===== src/rtl/plab5_mcore_proc_resp_arb_secure_pkg.sv =====
// rtl/plab5_mcore_proc_resp_arb_secure_pkg.sv - security levels, counter width and response message sizing
package plab5_mcore_proc_resp_arb_secure_pkg;

  // Security level encodings shared by processor and response sources
  localparam logic SEC_LOW  = 1'b0;
  localparam logic SEC_HIGH = 1'b1;

  // Width of the saturating dropped-response counter
  localparam int DROP_CNT_NBITS = 8;

  // Memory response layout: {type, opaque, len, data}
  localparam int MEM_RESP_TYPE_NBITS = 3;
  localparam int MEM_RESP_LEN_NBITS  = 2;

  function automatic int mem_resp_msg_nbits(input int opaque_nbits, input int data_nbits);
    return MEM_RESP_TYPE_NBITS + opaque_nbits + MEM_RESP_LEN_NBITS + data_nbits;
  endfunction

  typedef enum logic {
    BUF_EMPTY = 1'b0,
    BUF_FULL  = 1'b1
  } buf_state_e;

endpackage


===== src/rtl/plab5_mcore_rr_arb2.sv =====
// rtl/plab5_mcore_rr_arb2.sv - two-input round-robin arbiter with explicit advance
module plab5_mcore_rr_arb2 (
  input  logic       clk,
  input  logic       reset,
  input  logic [1:0] reqs,
  input  logic       advance,
  output logic [1:0] grants
);

  // ptr_q = 0 gives in0 priority, 1 gives in1 priority
  logic ptr_q;
  logic ptr_d;

  // Grant the prioritised requester, otherwise the other one if it requests
  always_comb begin
    grants = 2'b00;
    if (ptr_q == 1'b0) begin
      if (reqs[0])      grants = 2'b01;
      else if (reqs[1]) grants = 2'b10;
    end else begin
      if (reqs[1])      grants = 2'b10;
      else if (reqs[0]) grants = 2'b01;
    end
  end

  // After an accepted transfer, priority passes to the input that was not served
  always_comb begin
    ptr_d = ptr_q;
    if (advance) ptr_d = grants[0];
  end

  // Priority pointer register, in0 first out of reset
  always_ff @(posedge clk or negedge reset) begin
    if (!reset) ptr_q <= 1'b0;
    else        ptr_q <= ptr_d;
  end

endmodule


===== src/rtl/plab5_mcore_proc_resp_arb_secure.sv =====
// rtl/plab5_mcore_proc_resp_arb_secure.sv - security-filtered response arbiter feeding the processor
module plab5_mcore_proc_resp_arb_secure
  import plab5_mcore_proc_resp_arb_secure_pkg::*;
#(
  parameter  int p_opaque_nbits = 8,
  parameter  int p_data_nbits   = 32,
  localparam int resp_nbits     = mem_resp_msg_nbits(p_opaque_nbits, p_data_nbits)
) (
  input  logic                      clk,
  input  logic                      reset,
  input  logic                      proc_sec_level,
  input  logic                      in0_val,
  output logic                      in0_rdy,
  input  logic [resp_nbits-1:0]     in0_msg,
  input  logic                      in0_sec_level,
  input  logic                      in1_val,
  output logic                      in1_rdy,
  input  logic [resp_nbits-1:0]     in1_msg,
  input  logic                      in1_sec_level,
  output logic                      proc_resp_val,
  input  logic                      proc_resp_rdy,
  output logic [resp_nbits-1:0]     proc_resp_msg,
  output logic [DROP_CNT_NBITS-1:0] drop_count
);

  buf_state_e                state_q, state_d;
  logic [resp_nbits-1:0]     msg_q, msg_d;
  logic                      sec_q, sec_d;
  logic [DROP_CNT_NBITS-1:0] drop_q, drop_d;

  logic [1:0]                grants;
  logic                      flush, proc_xfer, buf_free;
  logic                      sel_sec, in_drop, accept, load;
  logic [resp_nbits-1:0]     sel_msg;
  logic [1:0]                drop_inc;
  logic [DROP_CNT_NBITS:0]   drop_sum;

  plab5_mcore_rr_arb2 u_arb (
    .clk     (clk),
    .reset   (reset),
    .reqs    ({in1_val, in0_val}),
    .advance (accept),
    .grants  (grants)
  );

  // Output side: an entry above the current processor level is hidden and flushed
  always_comb begin
    flush         = (state_q == BUF_FULL) && (sec_q > proc_sec_level);
    proc_resp_val = (state_q == BUF_FULL) && !flush;
    proc_xfer     = proc_resp_val && proc_resp_rdy;
    buf_free      = (state_q == BUF_EMPTY) || proc_xfer || flush;
    proc_resp_msg = msg_q;
    drop_count    = drop_q;
  end

  // Input side: drops are always taken, deliveries only when the buffer frees up
  always_comb begin
    sel_sec = grants[1] ? in1_sec_level : in0_sec_level;
    sel_msg = grants[1] ? in1_msg : in0_msg;
    in_drop = (|grants) && (sel_sec > proc_sec_level);
    accept  = reset && (|grants) && (in_drop || buf_free);
    load    = accept && !in_drop;
    in0_rdy = accept && grants[0];
    in1_rdy = accept && grants[1];
  end

  // Buffer next state and saturating drop counter (in-drop and flush may add 2)
  always_comb begin
    state_d  = state_q;
    msg_d    = msg_q;
    sec_d    = sec_q;
    if (load) begin
      state_d = BUF_FULL;
      msg_d   = sel_msg;
      sec_d   = sel_sec;
    end else if (proc_xfer || flush) begin
      state_d = BUF_EMPTY;
      msg_d   = '0;
      sec_d   = SEC_LOW;
    end
    drop_inc = {1'b0, in_drop && accept} + {1'b0, flush};
    drop_sum = {1'b0, drop_q} + (DROP_CNT_NBITS+1)'(drop_inc);
    drop_d   = drop_sum[DROP_CNT_NBITS] ? '1 : drop_sum[DROP_CNT_NBITS-1:0];
  end

  // State registers; reset discards any held entry without counting it
  always_ff @(posedge clk or negedge reset) begin
    if (!reset) begin
      state_q <= BUF_EMPTY;
      msg_q   <= '0;
      sec_q   <= SEC_LOW;
      drop_q  <= '0;
    end else begin
      state_q <= state_d;
      msg_q   <= msg_d;
      sec_q   <= sec_d;
      drop_q  <= drop_d;
    end
  end

endmodule


===== config.mk =====
export PLATFORM = sky130hd
export DESIGN_NAME = plab5_mcore_proc_resp_arb_secure
export DESIGN_NICKNAME = d
export VERILOG_FILES = /design/src/rtl/plab5_mcore_proc_resp_arb_secure_pkg.sv /design/src/rtl/plab5_mcore_rr_arb2.sv /design/src/rtl/plab5_mcore_proc_resp_arb_secure.sv
export SDC_FILE = /design/constraint.sdc
export NUM_CORES = 1
export LEC_CHECK = 0
export BUFFER_PORTS_ARGS = -buffer_cell sky130_fd_sc_hd__buf_2
export CORE_AREA = 8 8 90 92
export DETAILED_ROUTE_END_ITERATION = 7
export DIE_AREA = 0 0 98 100
export PLACE_DENSITY = 0.88
export SLEW_MARGIN = 15
export SYNTH_ARGS = -nofsm -noshare
export SYNTH_HDL_FRONTEND = slang
export SYNTH_SLANG_ARGS = --single-unit

===== constraint.sdc =====
create_clock -name clk -period 2.6 [get_ports clk]
set_input_delay 0.13 -clock clk [delete_from_list [all_inputs] [get_ports clk]]
set_output_delay 0.13 -clock clk [all_outputs]
set_load 0.02 [all_outputs]

After elaboration in Yosys (flattened, before gate mapping)

Index checks and enable logic that the tools add are counted.

Flip-flop bits (word level): 56
Output and inout port bits: 56
Word-level logic and storage cells: 41

Add/subtract/negate cells: 2
$lt $le $gt $ge: 2
Multiplexer cells: 13
Bitwise gates (word level): 1
Reduce and logical (&&, ||, !) cells: 18

Operators by type and width:

| cell                          | count |
|---|---|
| 2-to-1 mux 45 bit             | 3 |
| logical AND 1 bit             | 10 |
| adder 8 x 2 -> 9 bit          | 1 |
| 2-to-1 mux 2 bit              | 4 |
| 2-to-1 mux 8 bit              | 1 |
| 2-to-1 mux 1 bit              | 5 |
| logical OR 1 bit              | 4 |
| adder 1 x 1 -> 2 bit          | 1 |
| greater-than comparator 1 bit | 2 |
| zero test 1 bit               | 2 |
| nonzero test 2 bit            | 1 |
| OR reduction 2 bit            | 1 |
| inverter 1 bit                | 1 |

Longest topological paths before layout

Depth after elaboration: 13
Depth in mapped cells: 11

Cells and area by module

Synthesis repeated with hierarchy kept, for this count alone.

Cell total of the unflattened synthesis: 257
Area total of the unflattened synthesis: 3004.1 um^2

Modules (own cells, without submodules):

| module                           | instances | cells each | area each (um^2) | sequential area each (um^2) |
|---|---|---|---|---|
| plab5_mcore_proc_resp_arb_secure | 1         | 252        | 2941.6           | 1376.3 |
| plab5_mcore_rr_arb2              | 1         | 5          | 62.6             | 25.0 |

Least setup slack after synthesis

OpenSTA, ideal clock, no wires.

Path type: reg2reg
From: register u_arb.ptr_q
To: register drop_q[7], in the netlist drop_count[7]
Setup time: 125 ps
Arrival: 2299 ps
Setup slack: 176 ps
Stages on the path, launching flop included: 12
Path buffers: 1
Period minus slack after synthesis: 2424 ps
Path through: dfrtp_1 nand2b_4 buf_6 a32oi_2 nor2_1 and2_1 fa_1 ha_1 and3_1 nand2_1 nand2_1 mux2_2

Longest elaborated chain between the ends: 10
Elaborated cells on any way between the ends: 12
Classes of those cells: add/sub: 2; order compare: 1; mux: 3; reduce/logical: 6

Ends and longest elaborated chain:

| item                          | line                                   | text |
|---|---|---|
| from (decl)                   | plab5_mcore_rr_arb2.sv:11              | `logic ptr_q;` |
| from (signal assigned)        | plab5_mcore_rr_arb2.sv:35              | `else ptr_q <= ptr_d;` |
| 2-to-1 mux 2 bit (*)          | plab5_mcore_rr_arb2.sv:17              | `if (ptr_q == 1'b0) begin` |
| 2-to-1 mux 1 bit              | plab5_mcore_proc_resp_arb_secure.sv:58 | `sel_sec = grants[1] ? in1_sec_level : in0_sec_level;` |
| greater-than comparator 1 bit | plab5_mcore_proc_resp_arb_secure.sv:60 | `in_drop = (\|grants) && (sel_sec > proc_sec_level);` |
| logical AND 1 bit             | plab5_mcore_proc_resp_arb_secure.sv:60 |  |
| logical OR 1 bit              | plab5_mcore_proc_resp_arb_secure.sv:61 | `accept = reset && (\|grants) && (in_drop \|\| buf_free);` |
| logical AND 1 bit             | plab5_mcore_proc_resp_arb_secure.sv:61 |  |
| logical AND 1 bit (*)         | plab5_mcore_proc_resp_arb_secure.sv:81 | `drop_inc = {1'b0, in_drop && accept} + {1'b0, flush};` |
| adder 1 x 1 -> 2 bit (*)      | plab5_mcore_proc_resp_arb_secure.sv:81 |  |
| adder 8 x 2 -> 9 bit (*)      | plab5_mcore_proc_resp_arb_secure.sv:82 | `drop_sum = {1'b0, drop_q} + (DROP_CNT_NBITS+1)'(drop_inc);` |
| 2-to-1 mux 8 bit (*)          | plab5_mcore_proc_resp_arb_secure.sv:83 | `drop_d = drop_sum[DROP_CNT_NBITS] ? '1 : drop_sum[DROP_CNT_NBITS-1:0];` |
| via drop_d[7]                 | plab5_mcore_proc_resp_arb_secure.sv:29 | `logic [DROP_CNT_NBITS-1:0] drop_q, drop_d;` |
| to (signal assigned)          | plab5_mcore_proc_resp_arb_secure.sv:97 | `drop_q <= drop_d;` |
| to (decl)                     | plab5_mcore_proc_resp_arb_secure.sv:29 |  |

The timed path passes the listed nets; every way through them passes the cells marked *.
A chain may end at the register's enable or synchronous reset.

Worst setup path after layout

Ends and elaborated chain as after synthesis.

==> impl_metrics.yaml <==
layout:
  final_cell_mix: "153 x buf_2, 93 x mux2i_1, 56 x dfrtp_1, 52 x nand2_1"
  syn_to_final_growth_pct: 29.74
  fillCellCount: 570
  finalNonFillerCells: 488
  postLayoutCoreUtil: 0.5832
  design_area_mm2: 0.003875
  drive_gt1_frac: 0.4240
  final_common_cell: "buf_2"
  fin_nets: 508
  num_antenna_cells: 0
setup_path:
  cp_max_fo: 5
  cp.arrival_ns: 2.70
  start_kind: "flop"
  crit_type: "flop to flop"
  crit_required_ns: 2.79
  critPathLaunch: "u_arb.ptr_q"
  r2r_start: "u_arb.ptr_q"
  endpoint_kind: "flop"
drt:
  routed_wl_mm: 7.849
  drtPass1Iterations: 4
  ant_nets: 0
  via_count: 2482
  vias_per_cell: 5.086
  drt_iter0_drc: 47
  post_drt_wl_per_cell_um: 16.08
  drc_errors: 0
timing:
  tns_ns: 0
  setup_viol: 0
  hold_viol: 0
  skew_ns: 0.007809
  final-max-slew-violation-count: 0
  slew_headroom: 0.5142
  min_period_ns: 2.506
  fin_crit_sh: 0.9638
  worstMarginPinSlew_ns: 0.7286
  max_freq_mhz: 399.0
floorplanning:
  die_width_um: 98
  initial_core_util: 0.4495
  io_pins: 154
  core_mm2: 0.006644
  die_height_um: 100
  die-area_mm2: 0.009800
  row_count: 30
flow_run:
  maxCapViolCount: 0
power:
  powerDensity_mw_per_mm2: 748.1
  vdd_drop_max_mv: 0.3586
  leakagePower_nw: 2.195
  power.total_w: 0.002899
grt:
  grt_pass1_wl_mm: 12.52
  grt_remaining_overflow: 0
  grt_max_degree: 61
  grt_use_total: 0.1534
  grt_pass1_vias: 2644
  antenna_found_initial: 0
yosys:
  synthAdderAreaFrac: 0.01089
  synth_top_family_by_area: "multiplexers"
  synthSimpleGateAreaFrac: 0.1098
  synthXorXnorAreaFrac: 0.008798
  postSynthAreaPerCell_um2: 11.62
  ys_seq_elements: 56
  synth_cell_types: 33
  synth_area_mm2: 0.002987
  synthMuxAreaShare: 0.3155
  synthCells: 257
  synth_compound_area_frac: 0.03561
  yosysSeqAreaShare: 0.4692
  yosysWarnings: 0
  syn_nets: 357
placed_design:
  postPlaceCellArea_mm2: 0.003775
  numPortBuffers: 153
  dp.cells: 480
  routabilityCongestion: 0.7863
  hpwl_mm: 6.088
clock_network:
  clock-sinks: 56
  path_clk_slew_ns: 0.10
  ctsRootBufferMaster: "clkbuf_8"
  numCtsBuffers: 5
  cts_tree: "built"
  htreeDepth: 2
  hold_buffers: 0
  insertion_delay_ns: 0.30
  clock_path_buffers: 2
run_status:
  status: "finished clean"
hold_path:
  hold_class: "primary input to asynchronous set/reset pin"
layer usage:
layer / part of all wire / vias to the layer above / global-route usage
li1: - / 1194 / -
met1: 0.39 / 1179 / 0.1575
met2: 0.51 / 104 / 0.2824
met3: 0.094 / 5 / 0.06851
met4: 0.0071 / 0 / 0.02878
met5: 0 / - / 0
flip-flops by register name, indices dropped and copies added (netlist names):
register	flops
drop_count	8
state_q	1
proc_resp_msg	45
u_arb.ptr_q	1
sec_q	1
stage by stage:
stage          setup WS [ns]  hold slack [ns]
2_1_floorplan         0.1759          -0.1656
3_3_place_gp          0.1589           0.3544
3_5_place_dp         0.06835           0.3664
4_1_cts              0.03531          0.02757
5_1_grt             -0.01449          0.05473
6_report             0.09402         0.006008
critical path: stages, from the launching register on:
cell,delay [ns]
dfrtp_1,0.43
nand2b_4,0.19
a32oi_4,0.24
nor2_1,0.12
and2_1,0.18
fa_1,0.39
ha_1,0.22
and3_1,0.23
nand2_1,0.09
nand2_1,0.06
mux2_2,0.26
final timing paths:
kind | end | slack [ns] | cells past startpoint
max in group asynchronous | proc_resp_msg[0] | 2.10 | 2
min in group clk | proc_resp_msg[27] | 0.11 | 3
worst min register to register | proc_resp_msg[38] | 0.52 | 2
worst max register to register | drop_count[7] | 0.09 | 10
worst min-delay path | proc_resp_msg[44] | 0.006 | 2
worst max-delay path | drop_count[7] | 0.09 | 10
synth_stat cells:
cell / instances / area [µm²]
nand2_1: 52 / 195.2
buf_6: 2 / 22.52
a32oi_2: 1 / 16.27
o21ai_0: 1 / 5.000
a31oi_1: 1 / 6.260
nor2_1: 2 / 7.510
mux2i_1: 93 / 930.9
o21a_1: 2 / 15.01
a21boi_1: 1 / 7.510
and3_1: 3 / 18.77
a21boi_0: 1 / 7.510
inv_1: 2 / 7.510
ha_1: 1 / 12.51
nand2_2: 1 / 6.260
dfrtp_1: 56 / 1401
and2_1: 2 / 12.51
buf_2: 5 / 25.02
nand3_1: 5 / 25.02
o211a_1: 2 / 20.02
fa_1: 1 / 20.02
o2111a_1: 1 / 11.26
mux2_2: 1 / 11.26
nand3b_1: 1 / 7.510
or4b_1: 1 / 10.01
nand2b_1: 2 / 12.51
o2111ai_1: 1 / 8.760
buf_12: 4 / 80.08
clkbuf_1: 4 / 15.01
nor2b_1: 2 / 12.51
o21ai_2: 1 / 8.760
xnor2_1: 3 / 26.28
nand2b_4: 1 / 13.76
or2_2: 1 / 6.260
logic make-up (layout without fill, tap and decap cells):
| family | Yosys count | count (layout) |
|---|---|---|
| AOI/OAI and AO/OA | 12 | 12 |
| adders and majority gates | 2 | 2 |
| muxes | 94 | 94 |
| xor gates and xnor gates | 3 | 3 |
| DFF | 56 | 56 |
| buffers and inverters | 17 | 168 |
| and+or+nand+nor | 73 | 73 |
cell type report:
cell class / instances / area, µm² / share of cell area
flip-flops and latches: 56 / 1401 / 0.3616
inverters: 2 / 7.507 / 0.001937
well taps: 80 / 100.1 / 0.02583
clock buffers: 5 / 68.82 / 0.01776
multi-input cells: 184 / 1461 / 0.3771
clock inverters: 2 / 12.51 / 0.003229
repair buffers: 159 / 823.3 / 0.2125
where the power goes:
| group | internal (W) | total (W) | switching (W) |
|---|---|---|---|
| combinational | 0.000486 | 0.00121 | 0.000723 |
| clock | 0.000183 | 0.000453 | 0.000270 |
| sequential | 0.00110 | 0.00124 | 0.000141 |
timing repair:
| item | CTS | global route |
|---|---|---|
| setup buffers | 0 | 1 |
| setup endpoints to repair | 0 | 2 |
| gates resized for setup | 0 | 1 |
No activity file was read; power rests on OpenSTA's default activity.
